--- src/rtl/pipeline_ctrl_pkg.sv ---
// Shared types and constants for the pipeline stall/flush sequencer.
//   state_t    : memory handshake FSM state (IDLE / REQ / DONE)
//   REG_ADDR_W : register-file address width
//   REG_ZERO   : hard-wired zero register, never a real hazard source
package pipeline_ctrl_pkg;

    localparam int REG_ADDR_W = 5;
    localparam logic [REG_ADDR_W-1:0] REG_ZERO = 5'd0;

    typedef enum logic [1:0] {
        IDLE = 2'd0,
        REQ  = 2'd1,
        DONE = 2'd2
    } state_t;

endpackage

--- src/rtl/pipeline_stall_ctrl_hazard_detect.sv ---
// hazard_detect: combinational load-use detector.
//   i_idex_memread : load sitting in EX
//   i_idex_rt      : destination of that load
//   i_ifid_rs/rt   : source registers of the instruction in ID
//   o_load_use     : ID instruction needs the load result next cycle
module hazard_detect
    import pipeline_ctrl_pkg::*;
(
    input  logic                  i_idex_memread,
    input  logic [REG_ADDR_W-1:0] i_idex_rt,
    input  logic [REG_ADDR_W-1:0] i_ifid_rs,
    input  logic [REG_ADDR_W-1:0] i_ifid_rt,
    output logic                  o_load_use
);

    logic w_rs_hit;
    logic w_rt_hit;

    assign w_rs_hit = (i_idex_rt == i_ifid_rs);
    assign w_rt_hit = (i_idex_rt == i_ifid_rt);

    // Writes to the zero register are discarded, so they never create a hazard.
    assign o_load_use = i_idex_memread & (i_idex_rt != REG_ZERO) & (w_rs_hit | w_rt_hit);

endmodule

--- src/rtl/pipeline_stall_ctrl.sv ---
// pipeline_stall_ctrl: central stall/flush sequencer for the 5-stage pipeline.
// Combines the data-memory req/ack handshake, load-use detection and branch
// flush into the per-register write/bubble/flush controls, and counts stalls.
// Optional build macro: MEM_TIMEOUT_EN adds a REQ watchdog and mem_err_o.
// Ports:
//   clk_i, rst_i (async, active-high)
//   IDEX_MemRead_i, IDEX_RegRt_i, IFID_RegRs_i, IFID_RegRt_i : load-use inputs
//   branch_taken_i                   : taken branch resolved in ID
//   EXMEM_MemRead_i/MemWrite_i       : memory op in MEM
//   dmem_ack_i / dmem_req_o          : data memory handshake
//   pc_write_o, ifid_write_o, ifid_flush_o, idex_bubble_o,
//   exmem_hold_o, memwb_bubble_o     : pipeline register controls
//   stall_cnt_o                      : saturating stalled-cycle count
//   mem_err_o                        : sticky memory timeout flag
module pipeline_stall_ctrl
    import pipeline_ctrl_pkg::*;
#(
    parameter int TIMEOUT_CYCLES = 255,
    parameter int CNT_W          = 32
) (
    input  logic                  clk_i,
    input  logic                  rst_i,
    input  logic                  IDEX_MemRead_i,
    input  logic [REG_ADDR_W-1:0] IDEX_RegRt_i,
    input  logic [REG_ADDR_W-1:0] IFID_RegRs_i,
    input  logic [REG_ADDR_W-1:0] IFID_RegRt_i,
    input  logic                  branch_taken_i,
    input  logic                  EXMEM_MemRead_i,
    input  logic                  EXMEM_MemWrite_i,
    input  logic                  dmem_ack_i,
    output logic                  dmem_req_o,
    output logic                  pc_write_o,
    output logic                  ifid_write_o,
    output logic                  ifid_flush_o,
    output logic                  idex_bubble_o,
    output logic                  exmem_hold_o,
    output logic                  memwb_bubble_o,
    output logic [CNT_W-1:0]      stall_cnt_o,
    output logic                  mem_err_o
);

    if (TIMEOUT_CYCLES < 1) begin : g_bad_timeout
        $error("TIMEOUT_CYCLES must be at least 1");
    end

    state_t           r_state;
    logic             r_req;
    logic [CNT_W-1:0] r_stall_cnt;
    logic             w_mem_op;
    logic             w_mem_stall;
    logic             w_load_use;
    logic             w_pc_write;

    assign w_mem_op = EXMEM_MemRead_i | EXMEM_MemWrite_i;

    // The detect cycle in IDLE already freezes, so the minimum freeze is two
    // cycles; DONE is the single release cycle in which MEM/WB captures data.
    assign w_mem_stall = (r_state == REQ) | ((r_state == IDLE) & w_mem_op);

    hazard_detect u_hazard (
        .i_idex_memread (IDEX_MemRead_i),
        .i_idex_rt      (IDEX_RegRt_i),
        .i_ifid_rs      (IFID_RegRs_i),
        .i_ifid_rt      (IFID_RegRt_i),
        .o_load_use     (w_load_use)
    );

    // Priority: mem_stall > load_use > flush. A branch blocked by load_use
    // is simply resolved again on the next cycle.
    assign w_pc_write     = ~(w_mem_stall | w_load_use);
    assign pc_write_o     = w_pc_write;
    assign ifid_write_o   = w_pc_write;
    assign idex_bubble_o  = w_load_use & ~w_mem_stall;
    assign ifid_flush_o   = branch_taken_i & ~w_mem_stall & ~w_load_use;
    assign exmem_hold_o   = w_mem_stall;
    assign memwb_bubble_o = w_mem_stall;
    assign dmem_req_o     = r_req;
    assign stall_cnt_o    = r_stall_cnt;

`ifdef MEM_TIMEOUT_EN
    localparam int WAIT_W = $clog2(TIMEOUT_CYCLES + 1);

    logic [WAIT_W-1:0] r_wait;
    logic              r_err;

    assign mem_err_o = r_err;

    always_ff @(posedge clk_i or posedge rst_i) begin
        if (rst_i) begin
            r_state <= IDLE;
            r_req   <= 1'b0;
            r_wait  <= '0;
            r_err   <= 1'b0;
        end else begin
            unique case (r_state)
                IDLE: begin
                    if (w_mem_op) begin
                        r_state <= REQ;
                        r_req   <= 1'b1;
                        r_wait  <= '0;
                    end
                end
                REQ: begin
                    // An ack on the timeout cycle wins: it is a success.
                    if (dmem_ack_i) begin
                        r_state <= DONE;
                        r_req   <= 1'b0;
                    end else if (r_wait == WAIT_W'(TIMEOUT_CYCLES - 1)) begin
                        r_state <= DONE;
                        r_req   <= 1'b0;
                        r_err   <= 1'b1;
                        r_wait  <= r_wait + 1'b1;
                    end else begin
                        r_wait  <= r_wait + 1'b1;
                    end
                end
                DONE: begin
                    r_state <= IDLE;
                    r_req   <= 1'b0;
                end
                default: begin
                    r_state <= IDLE;
                    r_req   <= 1'b0;
                end
            endcase
        end
    end
`else
    assign mem_err_o = 1'b0;

    always_ff @(posedge clk_i or posedge rst_i) begin
        if (rst_i) begin
            r_state <= IDLE;
            r_req   <= 1'b0;
        end else begin
            unique case (r_state)
                IDLE: begin
                    if (w_mem_op) begin
                        r_state <= REQ;
                        r_req   <= 1'b1;
                    end
                end
                REQ: begin
                    if (dmem_ack_i) begin
                        r_state <= DONE;
                        r_req   <= 1'b0;
                    end
                end
                DONE: begin
                    r_state <= IDLE;
                    r_req   <= 1'b0;
                end
                default: begin
                    r_state <= IDLE;
                    r_req   <= 1'b0;
                end
            endcase
        end
    end
`endif

    always_ff @(posedge clk_i or posedge rst_i) begin
        if (rst_i) begin
            r_stall_cnt <= '0;
        end else if (!w_pc_write && (r_stall_cnt != {CNT_W{1'b1}})) begin
            r_stall_cnt <= r_stall_cnt + 1'b1;
        end
    end

endmodule

--- config.mk ---
export PLATFORM = sky130hd
export DESIGN_NAME = pipeline_stall_ctrl
export DESIGN_NICKNAME = d
export VERILOG_FILES = /design/src/rtl/pipeline_ctrl_pkg.sv /design/src/rtl/pipeline_stall_ctrl_hazard_detect.sv /design/src/rtl/pipeline_stall_ctrl.sv
export SDC_FILE = /design/constraint.sdc
export NUM_CORES = 1
export LEC_CHECK = 0
export CAP_MARGIN = 15
export CELL_PAD_IN_SITES_DETAIL_PLACEMENT = 1
export CELL_PAD_IN_SITES_GLOBAL_PLACEMENT = 1
export CORE_MARGIN = 4
export CORE_UTILIZATION = 37
export DETAILED_ROUTE_END_ITERATION = 10
export HOLD_SLACK_MARGIN = 0.05
export PLACE_DENSITY_LB_ADDON = 0.1
export RECOVER_POWER = 25
export SETUP_SLACK_MARGIN = 0.5
export SYNTH_ARGS = -nofsm -noshare
export SYNTH_HDL_FRONTEND = slang
export SYNTH_HIERARCHICAL = 1
export SYNTH_SLANG_ARGS = --single-unit
--- constraint.sdc ---
create_clock -name clk_i -period 5.1 [get_ports clk_i]
set_input_delay 0.51 -clock clk_i [delete_from_list [all_inputs] [get_ports clk_i]]
set_output_delay 0.51 -clock clk_i [all_outputs]
set_load 0.01 [all_outputs]
# ---- Yosys cells after proc, flatten, opt, wreduce, memory -nomap -nowiden
# Cells that the tools add are included.
dict set report word_totals {
  mem_bits_ro 0
  elab_cells 33
  inputBits 22
  latch_bits 0
  n_memories 0
  mem_bits_rw 0
  register_bits 35
  output_inout_bits 40
}
dict set report op_classes {
  mul 0
  n_reduce_logical 4
  magnitude_cmp 0
  n_div 0
  add_sub_neg 1
  bitwise 13
  shift 0
  muxes 6
  eq_ne 6
}
# op n
set op_table {}
lappend op_table {{adder 32 x 1 -> 32 bit, second input constant} 1}
lappend op_table {{!= test 32 bit, second input constant} 1}
lappend op_table {{equality test 5 bit} 2}
lappend op_table {{bitwise AND 1 bit} 6}
lappend op_table {{nonzero test 5 bit} 1}
lappend op_table {{two-way mux 2 bit} 2}
lappend op_table {{!= test 2 bit, second input constant} 2}
lappend op_table {{bitwise OR 1 bit} 4}
lappend op_table {{case mux 2 bit (2 select lines)} 1}
lappend op_table {{inverter 1 bit} 3}
lappend op_table {{equality test 2 x 1 -> 1 bit, second input constant} 1}
lappend op_table {{logical NOT 2 bit} 1}
lappend op_table {{two-way mux 1 bit} 2}
lappend op_table {{case mux 1 bit (2 select lines)} 1}
lappend op_table {{AND reduction 2 bit} 1}
lappend op_table {{logical AND 1 bit} 1}

# ---- Depth between registers and ports, before layout
# Gate-level depths: netlist of run 1.
dict set report logic_depth {
  ltp_word 6
  depth_mapped 10
  mapped_depth_nobuf 9
}

# ---- Modules after synthesis
# The synthesis of run 1 kept the hierarchy.
# module area_per_inst_um2 instances cells_each
set by_module_without_submodules {}
lappend by_module_without_submodules {pipeline_stall_ctrl 1670.4 1 152}
lappend by_module_without_submodules {hazard_detect 125.1 1 17}

# ---- Worst setup path after synthesis of run 1
# No wires, ideal clock.
dict set report synth_timing {
  path_type {input-to-reg}
  start {in IDEX_RegRt_i[0]}
  end {reg r_stall_cnt[11] (netlist: stall_cnt_o[11])}
  slack_ns 2.696
  setup_ns 0.127
  cell_stages 10
  required_ns 4.973
  n_path_buf 1
  arrival_ns 2.277
  cell_sequence {xor2_1 -> nor3_1 -> nand3_1 -> a21oi_1 -> o21bai_1 -> inv_1 -> a2111oi_2 -> buf_2 -> nand4_1 -> xnor2_1}
}
dict set report synth_via {
  elab_chain_len 5
}
# item line_no
set synth_rtl {}
lappend synth_rtl {{start, declared} pipeline_stall_ctrl.sv:24} ;# input logic [REG_ADDR_W-1:0] IDEX_RegRt_i,
lappend synth_rtl {{equality test 5 bit (tied with other cells)} pipeline_stall_ctrl_hazard_detect.sv:19} ;# assign w_rs_hit = (i_idex_rt == i_ifid_rs);
lappend synth_rtl {{bitwise OR 1 bit / bitwise AND 1 bit (equally long branches)} pipeline_stall_ctrl_hazard_detect.sv:23} ;# assign o_load_use = i_idex_memread & (i_idex_rt != REG_ZERO) & (w_rs_hit | w_rt_hit);
lappend synth_rtl {{bitwise AND 1 bit *} pipeline_stall_ctrl_hazard_detect.sv:23}
lappend synth_rtl {{named net w_load_use} pipeline_stall_ctrl.sv:51} ;# logic w_load_use;
lappend synth_rtl {{bitwise OR 1 bit *} pipeline_stall_ctrl.sv:70} ;# assign w_pc_write = ~(w_mem_stall | w_load_use);
lappend synth_rtl {{logical AND 1 bit *} pipeline_stall_ctrl.sv:165} ;# end else if (!w_pc_write && (r_stall_cnt != {CNT_W{1'b1}})) begin
lappend synth_rtl {{end signal, assigned} pipeline_stall_ctrl.sv:166} ;# r_stall_cnt <= r_stall_cnt + 1'b1;
lappend synth_rtl {{end, declared} pipeline_stall_ctrl.sv:48} ;# logic [CNT_W-1:0] r_stall_cnt;
# Mark *: on every way through the listed nets, which the timed path passes. The rest lies on a longest branch.
# A chain may end at the register's enable or synchronous reset.

# ---- Final worst setup path of run 1
dict set report layout_timing {
  start {in IDEX_RegRt_i[0]}
  end {out ifid_flush_o}
}
dict set report layout_via {
  elab_chain_len 5
}
# item line_no
set layout_rtl {}
lappend layout_rtl {{equality test 5 bit (tied with other cells)} pipeline_stall_ctrl_hazard_detect.sv:19}
lappend layout_rtl {{bitwise OR 1 bit / bitwise AND 1 bit (equally long branches)} pipeline_stall_ctrl_hazard_detect.sv:23}
lappend layout_rtl {{bitwise AND 1 bit *} pipeline_stall_ctrl_hazard_detect.sv:23}
lappend layout_rtl {{named net w_load_use} pipeline_stall_ctrl.sv:51}
lappend layout_rtl {{inverter 1 bit *} pipeline_stall_ctrl.sv:74} ;# assign ifid_flush_o = branch_taken_i & ~w_mem_stall & ~w_load_use;
lappend layout_rtl {{bitwise AND 1 bit *} pipeline_stall_ctrl.sv:74}
lappend layout_rtl {{end, declared} pipeline_stall_ctrl.sv:34} ;# output logic ifid_flush_o,
# Marked as above.

==> impl_metrics.env, run 1 <==
export IMPL_io_buffers=60
export IMPL_yosys_warnings=6
export IMPL_p_total_mw=0.8499
export IMPL_synth_area_leaders="dfrtp_1 (49%), xnor2_1 (14%), nand4_1 (5.6%), xor2_1 (4.9%), nand3_1 (3.9%)"
export IMPL_worst_pin_slew_ns=1.905
export IMPL_fill_cells=517
export IMPL_syn_num_nets=192
export IMPL_drt_iter0_drc=41
export IMPL_die_x_um=77.66
export IMPL_critPathRequiredTime_ns=4.59
export IMPL_drt_pass1_iter_count=4
export IMPL_clk_path_buf_depth=2
export IMPL_initial_core_util=0.3801
export IMPL_ys_seq_area_frac=0.4878
export IMPL_fin_util=0.5396
export IMPL_max_freq_mhz=290.6
export IMPL_p_leak_nw=1.011
export IMPL_ios=62
export IMPL_insertion_delay_ns=0.29
export IMPL_setup_violations=0
export IMPL_peakVddDrop_uv=155.7
export IMPL_cts_setup_buffers=0
export IMPL_viasPerCell=5.073
export IMPL_die_area_sq_um=6031
export IMPL_slew_headroom=-0.2699
export IMPL_yosys_area_share_simple=0.2397
export IMPL_ys_ff_latch=35
export IMPL_slew_violations=36
export IMPL_power_per_cell_area_nw_per_um2=333.5
export IMPL_syn2layout_area_growth_pct=41.95
export IMPL_cp_arrival_ns=2.93
export IMPL_start_kind="input port"
export IMPL_fin_crit_ns=3.441
export IMPL_drt_total_wl_um=4729
export IMPL_clkTransAtPathRegs_ns=0.07
export IMPL_yosysTopAreaCell="dfrtp_1"
export IMPL_grt_max_degree=36
export IMPL_die_h_um=77.66
export IMPL_vias=1532
export IMPL_hold_class="flip-flop to flip-flop"
export IMPL_end_kind="primary output"
export IMPL_clock_skew_ns=0.01625
export IMPL_grt_pass1_wl_um=8017
export IMPL_path_class="input port to primary output"
export IMPL_antennaDiodeCount=0
export IMPL_grt_overflow=0
export IMPL_synth_top_area_share=0.4878
export IMPL_synth_compound_area_share=0.04181
export IMPL_cap_violations=1
export IMPL_row_count=25
export IMPL_gp_congestion=0.7663
export IMPL_root_buffer="clkbuf_8"
export IMPL_drc=0
export IMPL_status="complete, but fails checks"
export IMPL_nets=257
export IMPL_core_area_sq_um=4723
export IMPL_synth_xor_area_share=0.1854
export IMPL_grt_pass1_vias=1661
export IMPL_rsz0062_at_grt="no"
export IMPL_syn_area_sq_um=1795
export IMPL_clock_sinks=35
export IMPL_finalSetupTns_ns=0
export IMPL_layout_common_cells="clkdlybuf4s50_1 (58), dfrtp_1 (35), xnor2_1 (28)"
export IMPL_h_tree_depth=2
export IMPL_cts_buffers=5
export IMPL_antenna_found_initial=0
export IMPL_finalHoldViolations=0
export IMPL_synthAdderAreaFrac=0.006969
export IMPL_grt_usage=0.1657
export IMPL_postCtsResizedCells=0
export IMPL_cts_hold_buf=0
export IMPL_synthDistinctLibCells=34
export IMPL_syn_inst=169
export IMPL_syn_area_per_cell_sq_um=10.62
export IMPL_cts_tree="done"
export IMPL_drive_above_1_share=0.07234
export IMPL_hpwl_um=3705
export IMPL_violations="capacitance limit, slew limit"
export IMPL_synth_mux_area_frac=0.01254
export IMPL_synth_top_family_by_area="simple AND/OR/NAND/NOR gates"
export IMPL_critical_path_max_fanout=9
export IMPL_mostFrequentLayoutCell="clkdlybuf4s50_1"
export IMPL_min_period_over_period=0.6747
export IMPL_ant_nets=0
export IMPL_wl_per_cell_um=15.66
-- per-layer routing --
metal	vias up	part of all wire	track usage
met4	0	0.0074	0.05160
met1	760	0.42	0.1947
met2	43	0.52	0.2911
li1	723	-	-
met5	-	0	0
met3	6	0.047	0.04524
-- synth_stat cells --
cell       instances
nor2b_1            2
inv_1              4
nor2_1             7
nand4_2            1
mux2_2             2
ha_1               1
dfrtp_1           35
a2111oi_2          1
nor3_1             6
nand4_1           16
a21oi_1            2
and4_1             2
o21a_1             2
xor2_1            10
nand2b_1           1
nor4_4             1
conb_1             1
nor2_2             1
xnor2_1           28
and3_1             4
a211oi_1           1
a311oi_1           1
a31oi_1            1
nand3_1           14
o21ai_1            1
and3_2             1
buf_4              3
nand2_1           12
and4_2             1
or4_1              1
o21bai_1           1
and2_1             3
or4b_4             1
buf_2              1
-- cell type report --
class	instances	area, sq um	share of cell area
clock inverter	2	12.51	0.004909
clock buffer	6	72.57	0.02847
multi-input combinational	126	877.1	0.3441
sequential	35	875.8	0.3436
inverter	4	15.01	0.005891
tap	67	83.83	0.03289
timing repair buffer	62	611.8	0.2401
-- worst max-delay path: stages --
cell and delay (ns):
clkdlybuf4s50_1 0.48, or4_1 0.54, o21ai_1 0.13, a21oi_1 0.06, o21bai_1 0.21, inv_1 0.27
and2_1 0.19, clkdlybuf4s50_1 0.54
-- per-stage QoR --
step	setup WS (ns)	area [sq um]	cells	hold slack (ns)
final	1.659	2549	302	0.4768
after global routing	1.501	2549	302	0.5160
after CTS	1.549	2545	301	0.4811
after detailed placement	1.284	2460	293	0.4721
after global placement	1.584	2460	293	0.4734
after floorplan	2.696	1795	169	0.4444
-- worst paths after layout --
kind | start | endpoint | slack, ns | depth (start not counted)
min in group asynchronous | rst_i | stall_cnt_o[13] | 1.36 | 3
max in group asynchronous | rst_i | stall_cnt_o[7] | 2.64 | 3
setup reg to reg | r_state[0] | stall_cnt_o[21] | 2.69 | 7
hold reg to reg | r_state[1] | r_state[1] | 0.48 | 1
setup / recovery | IDEX_RegRt_i[0] | ifid_flush_o | 1.66 | 8
hold / removal | r_state[1] | r_state[1] | 0.48 | 1
-- sequential cells by signal (all words and copies together), names as in the netlist --
signal	flops
dmem_req_o	1
r_state	2
stall_cnt_o	32
-- cell families (layout without fill, tap and decap cells) --
logic type | count (synthesis) | after routing
AO/OA/AOI/OAI | 10 | 10
XOR/XNOR | 38 | 38
adder cells (fa/ha/maj) | 1 | 1
buffers and inverters | 8 | 74
flip-flops | 35 | 35
multiplexers | 2 | 2
other | 1 | 1
AND/OR/NAND/NOR | 74 | 74
-- power by group --
part / internal, mW / total [mW] / switching [mW] / leakage (nW)
clock: 0.0955 / 0.199 / 0.104 / 0.0412
combinational: 0.152 / 0.262 / 0.109 / 0.509
sequential: 0.324 / 0.389 / 0.0647 / 0.461
(Power assumes the default switching activity.)
==> inputs of run 2 (changes only) <==
CORE_UTILIZATION = 34   (was 37)
clock period = 3.4 ns   (was 5.1 ns; I/O delays follow)
==> run 2 against run 1 <==
  * Global-route usage is 0.37 points lower
  * Routed wire length is 3.0% higher
  * Combinational power is 53% higher
  * Critical path depth stayed put
  * First-iteration DRC count is 27% higher
  * Setup slack worse by 1.0 ns
  * Largest power group unchanged
  * The flow now finishes without violations
  * Highest routed layer unchanged
  * Core utilization is 2.0 points lower
  * Worst hold slack better by 0.030 ns
==> impl_metrics.env, run 2 (same netlist as run 1, synthesis figures left out) <==
export IMPL_finalSetupTns_ns=0
export IMPL_power_switching_mw=0.4252
export IMPL_fin_cells=308
export IMPL_p_int_mw=1.012
export IMPL_drc=0
export IMPL_max_freq_mhz=361.9
export IMPL_reg2reg_from="stall_cnt_o[8]"
export IMPL_core_area_sq_um=5107
export IMPL_critPathRequiredTime_ns=3.06
export IMPL_placed_area_sq_um=2479
export IMPL_clock_skew_ns=0.003946
export IMPL_cap_violations=0
export IMPL_cp_arrival_ns=2.42
export IMPL_setup_violations=0
export IMPL_initial_core_util=0.3515
export IMPL_ios=62
export IMPL_critical_path_max_fanout=4
export IMPL_gp_congestion=0.7636
export IMPL_vias=1529
export IMPL_finalHoldViolations=0
export IMPL_clkTransAtPathRegs_ns=0.08
export IMPL_fin_crit_ns=2.763
export IMPL_drt_iter0_drc=52
export IMPL_cts_tree="done"
export IMPL_slew_violations=0
export IMPL_ant_nets=0
export IMPL_insertion_delay_ns=0.28
export IMPL_r2r_slack_ns=1.20
export IMPL_io_buffers=60
export IMPL_end_kind="primary output"
export IMPL_die_h_um=80.67
export IMPL_fin_area_sq_um=2656
export IMPL_slew_headroom=0.3140
export IMPL_drt_total_wl_um=4871
export IMPL_row_count=26
export IMPL_min_period_over_period=0.8126
export IMPL_syn2layout_area_growth_pct=47.94
export IMPL_seqPwrFrac=0.407
export IMPL_grt_pass1_wl_um=8197
export IMPL_grt_usage=0.1620
export IMPL_holdCritStartpoint="stall_cnt_o[27]"
export IMPL_peakVddDrop_uv=254.5
export IMPL_antenna_found_initial=0
export IMPL_layout_common_cells="clkdlybuf4s50_1 (54), dfrtp_1 (35), xnor2_1 (28)"
export IMPL_power_per_cell_area_nw_per_um2=541.1
export IMPL_place_inst=298
export IMPL_die_area_sq_um=6508
export IMPL_r2r_end="stall_cnt_o[28]"
export IMPL_nets=260
export IMPL_root_buffer="clkbuf_8"
export IMPL_largest_reg_flops=32
export IMPL_die_x_um=80.67
export IMPL_hold_depth=1
export IMPL_ff2ff_path_depth=5
export IMPL_hold_class="flip-flop to flip-flop"
export IMPL_start_kind="input port"
export IMPL_h_tree_depth=2
export IMPL_grt_max_degree=20
export IMPL_viasPerCell=4.964
export IMPL_hpwl_um=3728
export IMPL_mostFrequentLayoutCell="clkdlybuf4s50_1"
export IMPL_cts_hold_buf=0
export IMPL_grt_overflow=0
export IMPL_swShare=0.2959
export IMPL_min_to="stall_cnt_o[27]"
export IMPL_clock_sinks=35
export IMPL_status="finished, final reports clean"
export IMPL_drive_above_1_share=0.1050
export IMPL_clk_path_buf_depth=2
export IMPL_cts_buffers=5
export IMPL_p_leak_nw=1.081
export IMPL_antennaDiodeCount=0
export IMPL_pwr_share_comb=0.280
export IMPL_worst_pin_slew_ns=1.029
export IMPL_wl_per_cell_um=15.81
export IMPL_path_class="input port to primary output"
export IMPL_drt_pass1_iter_count=4
export IMPL_rsz0062_at_grt="no"
export IMPL_grt_pass1_vias=1717
export IMPL_pwr_share_clk=0.313
[run 2: cell count changes in the layout (fill, tap and decap cells not counted), sizes merged]
cell | previous run | this run
buf | 1 | 4
bufinv | 0 | 2
clkbuf | 7 | 6
clkdlybuf4s50 | 58 | 54
clkinv | 1 | 0
dlygate4sd3 | 2 | 3
dlymetal6s2s | 0 | 3
[run 2: metrics by stage]
| stage | utilization | hold slack (ns) | total power, mW | setup WS [ns] |
|---|---|---|---|---|
| after floorplan | - | 0.4444 | 0.7627 | 1.166 |
| after global placement | 0.4853 | 0.4713 | 0.9694 | 0.4133 |
| after detailed placement | 0.4853 | 0.4829 | 0.9904 | 0.3334 |
| after CTS | 0.5135 | 0.4637 | 1.448 | 0.5206 |
| after global routing | 0.5201 | 0.5406 | 1.517 | 0.5234 |
| final | 0.5201 | 0.5070 | 1.437 | 0.6372 |
[run 2: critical path, stage by stage]
cell             delay [ns]
clkdlybuf4s50_1        0.48
or4_1                  0.45
o21ai_2                0.12
a21oi_1                0.05
o21bai_2               0.22
inv_2                  0.11
and2_1                 0.12
clkdlybuf4s50_1        0.53
[run 2: worst max-delay path by stage]
| stage | startpoint | endpoint | slack [ns] |
|---|---|---|---|
| 6_report | IDEX_RegRt_i[3] | ifid_flush_o | 0.64 |
| 5_1_grt | IDEX_RegRt_i[3] | ifid_flush_o | 0.52 |
| 2_1_floorplan | IDEX_RegRt_i[0] | stall_cnt_o[11] | 1.17 |
| 4_1_cts | IDEX_RegRt_i[0] | ifid_flush_o | 0.52 |
| 3_3_place_gp | IDEX_RegRt_i[0] | ifid_flush_o | 0.41 |
| 3_5_place_dp | IDEX_RegRt_i[0] | ifid_flush_o | 0.33 |
[run 2: area by class of cell]
cell class	instances	area (sq um)
Inverter	4	15.01
Multi-Input combinational cell	126	902.1
Clock buffer	5	68.82
Tap cell	70	87.58
Clock inverter	3	67.56
Timing Repair Buffer	65	639.4
Fill cell	580	2451
Sequential cell	35	875.8
[run 2: routing by layer]
layer / GRT usage / up-vias / share of wire
met5: 0 / - / 0
met3: 0.04596 / 6 / 0.050
met2: 0.2715 / 43 / 0.50
met4: 0.05236 / 0 / 0.013
li1: - / 725 / -
met1: 0.1996 / 755 / 0.43
[run 2: what timing repair did]
item / in CTS / in global routing
gates cloned: 0 / 1
setup buffers: 1 / 0
hold endpoints to repair: 0 / 0
endpoints found under the setup margin: 3 / 15
resized for setup: 1 / 9
pin swaps: 0 / 0
[run 2: power by group through the flow]
stage               clock network (mW)  registers (mW)  logic, mW
finish                           0.450           0.585      0.402
global route                     0.478           0.603      0.437
CTS                              0.459           0.585      0.405
detailed placement                   0           0.593      0.397
global placement                     0           0.585      0.384
floorplan                            0           0.602      0.161
